==> src/rtl/snake_pkg.sv <==
// Shared types and constants for the snake game controller: direction and
// one-hot state encodings, coordinate width and the start cell.
package snake_pkg;

  localparam int unsigned CoordW = 5;

  localparam logic [CoordW-1:0] StartX = 5'd16;
  localparam logic [CoordW-1:0] StartY = 5'd12;

  typedef enum logic [1:0] {
    DirU = 2'd0,
    DirD = 2'd1,
    DirL = 2'd2,
    DirR = 2'd3
  } dir_e;

  typedef enum logic [3:0] {
    StIni  = 4'b0001,
    StRun  = 4'b0010,
    StChk  = 4'b0100,
    StLose = 4'b1000
  } state_e;

  // U/D and L/R differ only in bit 0.
  function automatic dir_e dir_opposite(input dir_e d);
    return dir_e'(d ^ 2'b01);
  endfunction

endpackage

==> src/rtl/snake_tick_gen.sv <==
// Movement tick counter: counts enabled cycles and pulses tick_o on the last
// cycle of each TICK_CYCLES period, wrapping to zero on that same edge.
module snake_tick_gen #(
  parameter int unsigned TICK_CYCLES = 50
) (
  input  logic clk_i,
  input  logic rst_i,
  input  logic en_i,
  input  logic clr_i,
  output logic tick_o
);

  localparam int unsigned CntW = (TICK_CYCLES > 1) ? $clog2(TICK_CYCLES) : 1;

  logic [CntW-1:0] cnt_q, cnt_d;

  assign tick_o = en_i && (cnt_q == CntW'(TICK_CYCLES - 1));

  always_comb begin
    cnt_d = cnt_q;
    if (clr_i) begin
      cnt_d = '0;
    end else if (en_i) begin
      cnt_d = tick_o ? '0 : cnt_q + CntW'(1);
    end
  end

  always_ff @(posedge clk_i or posedge rst_i) begin
    if (rst_i) begin
      cnt_q <= '0;
    end else begin
      cnt_q <= cnt_d;
    end
  end

endmodule

==> src/rtl/snake_game_ctrl.sv <==
// Snake game controller: moves the head once per tick, asks body memory
// whether the candidate cell is free, and handles food, score and game over.
module snake_game_ctrl
  import snake_pkg::*;
#(
  parameter int unsigned GRID_W      = 32,
  parameter int unsigned GRID_H      = 24,
  parameter int unsigned TICK_CYCLES = 50
) (
  input  logic              Clk,
  input  logic              Reset,
  input  logic              Start,
  input  logic              BtnU,
  input  logic              BtnD,
  input  logic              BtnL,
  input  logic              BtnR,
  input  logic [CoordW-1:0] FoodX,
  input  logic [CoordW-1:0] FoodY,
  input  logic              ChkAck,
  input  logic              BodyHit,
  output logic              ChkReq,
  output logic [CoordW-1:0] ChkX,
  output logic [CoordW-1:0] ChkY,
  output logic              Step,
  output logic              Grow,
  output logic              FoodReq,
  output logic [CoordW-1:0] HeadX,
  output logic [CoordW-1:0] HeadY,
  output logic [1:0]        Dir,
  output logic [7:0]        Score,
  output logic              q_Ini,
  output logic              q_Run,
  output logic              q_Chk,
  output logic              q_Lose
);

  localparam logic [CoordW:0] One = (CoordW + 1)'(1);

  state_e            state_q, state_d;
  dir_e              dir_q, dir_d, pend_q, pend_d;
  logic [CoordW-1:0] head_x_q, head_x_d, head_y_q, head_y_d;
  logic [CoordW-1:0] chk_x_q, chk_x_d, chk_y_q, chk_y_d;
  logic [7:0]        score_q, score_d;
  logic              chk_req_q, chk_req_d, step_q, step_d;
  logic              grow_q, grow_d, food_req_q, food_req_d;
  logic              tick, tick_en, tick_clr;
  logic [CoordW:0]   nxt_x, nxt_y;
  logic              in_grid;

  snake_tick_gen #(
    .TICK_CYCLES(TICK_CYCLES)
  ) u_tick_gen (
    .clk_i (Clk),
    .rst_i (Reset),
    .en_i  (tick_en),
    .clr_i (tick_clr),
    .tick_o(tick)
  );

  // One extra bit so both 0-1 underflow and max+1 overflow land out of grid.
  always_comb begin
    nxt_x = {1'b0, head_x_q};
    nxt_y = {1'b0, head_y_q};
    unique case (pend_q)
      DirU: nxt_y = {1'b0, head_y_q} - One;
      DirD: nxt_y = {1'b0, head_y_q} + One;
      DirL: nxt_x = {1'b0, head_x_q} - One;
      DirR: nxt_x = {1'b0, head_x_q} + One;
    endcase
    in_grid = (32'(nxt_x) < GRID_W) && (32'(nxt_y) < GRID_H);
  end

  always_comb begin
    state_d    = state_q;
    dir_d      = dir_q;
    pend_d     = pend_q;
    head_x_d   = head_x_q;
    head_y_d   = head_y_q;
    chk_x_d    = chk_x_q;
    chk_y_d    = chk_y_q;
    score_d    = score_q;
    chk_req_d  = chk_req_q;
    step_d     = 1'b0;
    grow_d     = 1'b0;
    food_req_d = 1'b0;
    tick_en    = 1'b0;
    tick_clr   = 1'b0;

    unique case (state_q)
      StIni, StLose: begin
        if (state_q == StIni || Start) begin
          head_x_d = StartX;
          head_y_d = StartY;
          dir_d    = DirR;
          pend_d   = DirR;
          score_d  = '0;
          tick_clr = 1'b1;
        end
        if (Start) begin
          state_d = (state_q == StIni) ? StRun : StIni;
        end
      end
      StRun: begin
        tick_en = 1'b1;
        if (tick) begin
          dir_d = pend_q;
          if (in_grid) begin
            chk_x_d   = nxt_x[CoordW-1:0];
            chk_y_d   = nxt_y[CoordW-1:0];
            chk_req_d = 1'b1;
            state_d   = StChk;
          end else begin
            state_d = StLose;
          end
        end
      end
      StChk: begin
        if (ChkAck) begin
          chk_req_d = 1'b0;
          if (BodyHit) begin
            state_d = StLose;
          end else begin
            step_d   = 1'b1;
            head_x_d = chk_x_q;
            head_y_d = chk_y_q;
            state_d  = StRun;
            if (chk_x_q == FoodX && chk_y_q == FoodY) begin
              grow_d     = 1'b1;
              food_req_d = 1'b1;
              if (score_q != 8'hFF) score_d = score_q + 8'd1;
            end
          end
        end
      end
      default: state_d = StIni;
    endcase

    // Reversal is judged against the direction applied after this edge.
    if (state_q == StRun || state_q == StChk) begin
      if (BtnU && dir_d != dir_opposite(DirU)) begin
        pend_d = DirU;
      end else if (BtnD && dir_d != dir_opposite(DirD)) begin
        pend_d = DirD;
      end else if (BtnL && dir_d != dir_opposite(DirL)) begin
        pend_d = DirL;
      end else if (BtnR && dir_d != dir_opposite(DirR)) begin
        pend_d = DirR;
      end
    end
  end

  always_ff @(posedge Clk or posedge Reset) begin
    if (Reset) begin
      state_q    <= StIni;
      dir_q      <= DirR;
      pend_q     <= DirR;
      head_x_q   <= StartX;
      head_y_q   <= StartY;
      chk_x_q    <= '0;
      chk_y_q    <= '0;
      score_q    <= '0;
      chk_req_q  <= 1'b0;
      step_q     <= 1'b0;
      grow_q     <= 1'b0;
      food_req_q <= 1'b0;
    end else begin
      state_q    <= state_d;
      dir_q      <= dir_d;
      pend_q     <= pend_d;
      head_x_q   <= head_x_d;
      head_y_q   <= head_y_d;
      chk_x_q    <= chk_x_d;
      chk_y_q    <= chk_y_d;
      score_q    <= score_d;
      chk_req_q  <= chk_req_d;
      step_q     <= step_d;
      grow_q     <= grow_d;
      food_req_q <= food_req_d;
    end
  end

  assign ChkReq  = chk_req_q;
  assign ChkX    = chk_x_q;
  assign ChkY    = chk_y_q;
  assign Step    = step_q;
  assign Grow    = grow_q;
  assign FoodReq = food_req_q;
  assign HeadX   = head_x_q;
  assign HeadY   = head_y_q;
  assign Dir     = dir_q;
  assign Score   = score_q;
  assign q_Ini   = (state_q == StIni);
  assign q_Run   = (state_q == StRun);
  assign q_Chk   = (state_q == StChk);
  assign q_Lose  = (state_q == StLose);

endmodule

==> config.mk <==
export PLATFORM = sky130hd
export DESIGN_NAME = snake_game_ctrl
export DESIGN_NICKNAME = d
export VERILOG_FILES = /design/src/rtl/snake_pkg.sv /design/src/rtl/snake_tick_gen.sv /design/src/rtl/snake_game_ctrl.sv
export SDC_FILE = /design/constraint.sdc
export NUM_CORES = 1
export LEC_CHECK = 0
export CORE_ASPECT_RATIO = 0.75
export CORE_UTILIZATION = 40
export CTS_CLUSTER_DIAMETER = 120
export DETAILED_ROUTE_END_ITERATION = 16
export SYNTH_ARGS = -nofsm -noshare
export SYNTH_HDL_FRONTEND = slang
export SYNTH_SLANG_ARGS = --single-unit
==> constraint.sdc <==
create_clock -name Clk -period 5.3 [get_ports Clk]
set_input_delay 1.06 -clock Clk [delete_from_list [all_inputs] [get_ports Clk]]
set_output_delay 1.06 -clock Clk [all_outputs]
set_load 0.05 [all_outputs]
==> flow_summary.yaml <==
setup_path:
  setup.worst_path.start: "pend_q[1]"
  endpoint: "ChkY[2]"
  required_ns: 5.48
  crit_arrival_ns: 3.75
  reg2reg_from: "pend_q[1]"
  cp-end-kind: "register"
  r2r_slack_ns: 1.73
  timing_worst_setup_path_type: "register to register"
  worstSetupStartpointType: "register"
  r2r-end: "ChkY[2]"
  r2r_cells: 8
  worstPathMaxFanout: 20
route:
  dr_total_vias: 2388
  vias_per_cell: 5.619
  drtIter0Drc: 123
  drc: 0
  wl_mm: 6.923
  ant_nets: 0
  wl_per_cell_um: 16.29
  drtPass1Iterations: 4
yosys:
  syn_inst: 290
  synth-main-ff-cell: "dfrtp_1"
  synth-seq-cells: 45
  async_flop_share: 1.000
  seq_area_frac_synth: 0.4018
  netlist_area_um2: 2828
  synth_edf_count: 0
  syn_nets: 322
  synth_area_per_cell_um2: 9.751
  synth_warnings: 0
  synth.distinct_cells: 59
sta:
  timing.final.crit_period_ns: 3.569
  worstMarginPinSlew_ns: 1.212
  drv_slew: 0
  setup_viol: 0
  max_freq_ghz: 0.2802
  skew_ns: 0.01101
  rsz0062_at_grt: "false"
  finalCritPeriodShare: 0.6734
  timing.setup.tns_ns: 0
  finalHoldViolations: 0
  slew_headroom: 0.1889
global_routing:
  grt_pass1_wl_mm: 11.51
  grt_pass1_vias: 2252
  grtUsageTotal: 0.2006
  antenna_found_initial: 0
  grt-ovfl-total: 0
  grt_max_degree: 46
layout:
  fillers: 643
  fin_nets: 372
  syn_to_final_growth_pct: 25.18
  utilization: 0.5181
  drive_gt1_frac: 0.1232
  num_antenna_cells: 0
clock_tree:
  holdBufCountCts: 0
  htreeDepth: 2
  ctsLongestPathBuffers: 2
  cts_resized: 0
  clk_latency_ns: 0.29
  cts_buffers: 5
  clk_pin_slew_ns: 0.08
  cts_tree: "built"
  root_buffer: "clkbuf_8"
  clock-sinks: 45
  post_cts_buffers: 0
power_and_ir_drop:
  ir_drop_mv: 0.1392
  power_w: 0.001107
  leakagePower_nw: 1.557
  power_density_nw_per_um2: 312.8
placement:
  detailed_place_hpwl_mm: 5.017
  port_buffers: 56
  place_congestion: 0.8612
die:
  io_pins: 57
  die_height_um: 74.82
  row_count: 26
  start_util: 0.4139
  core_area_um2: 6832
  die_w_um: 99.09
  die_area_um2: 7413
status:
  status: "completed"
job:
  drv_cap: 0
min_path:
  hold_class: "register to register"
-- cell usage after synthesis, types with 5 or more instances --
cell      instances  share of area
nor2_1           22          0.029
o21ai_1           5         0.0088
ha_1             11          0.049
nor3_1            6          0.011
nand4_1           6          0.013
clkbuf_1          7         0.0093
mux2_2           14          0.056
o21ai_0          21          0.037
xnor2_1           8          0.025
inv_1            11          0.015
and3_1            5          0.011
a22o_1            7          0.022
xor2_1           11          0.034
dfstp_2           8          0.074
a21o_1            6          0.016
a21oi_1          19          0.034
dfrtp_1          37           0.33
nand2_1          17          0.023
or4_1             6          0.016
-- worst min path at each step --
stage                         from                   to  slack, ns  depth (start not counted)
3_3_place_gp                ChkReq               ChkReq       0.51                          1
2_1_floorplan  u_tick_gen.cnt_q[4]  u_tick_gen.cnt_q[4]       0.48                          1
5_1_grt                     ChkReq               ChkReq       0.55                          1
6_report                    ChkReq               ChkReq       0.52                          1
4_1_cts                     ChkReq               ChkReq       0.53                          1
3_5_place_dp                ChkReq               ChkReq       0.51                          1
-- routing by layer --
| layer | global-route usage | part of all wire | vias to the layer above |
|---|---|---|---|
| met5 | 0 | 0 | - |
| met3 | 0.03807 | 0.056 | 4 |
| met1 | 0.3078 | 0.52 | 1160 |
| li1 | - | - | 1162 |
| met4 | 0.03758 | 0.0062 | 0 |
| met2 | 0.2960 | 0.42 | 62 |
-- report_power, final --
part | internal [W] | switching [W]
Combinational | 0.000168 | 0.000252
Clock | 0.000154 | 0.000113
Sequential | 0.000369 | 0.0000519
-- kinds of logic (layout without fill, tap and decap cells) --
group,count (synthesis),after routing,synth area share
adder cells (fa/ha/maj),14,14,0.06681
multiplexers,15,15,0.05929
AND/OR/NAND/NOR,87,87,0.1739
XOR/XNOR,19,19,0.05885
AO/OA/AOI/OAI,84,84,0.1942
buffers and inverters,26,77,0.04514
flip-flops,45,45,0.4018
-- critical path, cell delays in order, from the launching register on --
cell	delay [ns]
dfstp_2	0.76
nand2b_1	0.28
ha_1	0.28
a21o_1	0.16
a21oi_1	0.30
mux2i_1	0.26
a31oi_1	0.14
nor2_1	0.84
mux2_2	0.42
-- placed cells by master, fill, tap and decap left out, types with 7 or more instances in the layout --
cell,count
clkdlybuf4s50_1,56
dfrtp_1,37
nor2_1,22
o21ai_0,21
a21oi_1,19
nand2_1,17
mux2_2,14
xor2_1,11
ha_1,11
inv_1,10
dfstp_2,8
xnor2_1,8
a22o_1,7
-- final cells by class --
cell class / count / area [um^2] / share of cell area
multi-input combinational: 219 / 1564 / 0.4419
sequential: 45 / 1136 / 0.3210
timing repair buffer: 57 / 568.0 / 0.1605
tap: 84 / 105.1 / 0.02969
clock buffer: 7 / 86.33 / 0.02439
inverter: 12 / 50.05 / 0.01414
clock inverter: 1 / 30.03 / 0.008484
-- metrics by stage --
stage | area (um^2) | worst slack [ns] | hold WS [ns] | instances
4_1_cts | 3540 | 1.718 | 0.5321 | 425
5_1_grt | 3540 | 1.410 | 0.5523 | 425
3_3_place_gp | 3423 | 1.870 | 0.5088 | 417
6_report | 3540 | 1.731 | 0.5222 | 425
3_5_place_dp | 3423 | 1.782 | 0.5139 | 417
2_1_floorplan | 2828 | 2.085 | 0.4845 | 290
-- registers in the layout (all words and copies together), names as in the netlist, 4 cells and up --
signal and cells:
ChkX 5, ChkY 5, HeadX 5, HeadY 5, Score 8, state_q 4, u_tick_gen.cnt_q 6
No activity file was read; power rests on OpenSTA's default activity.
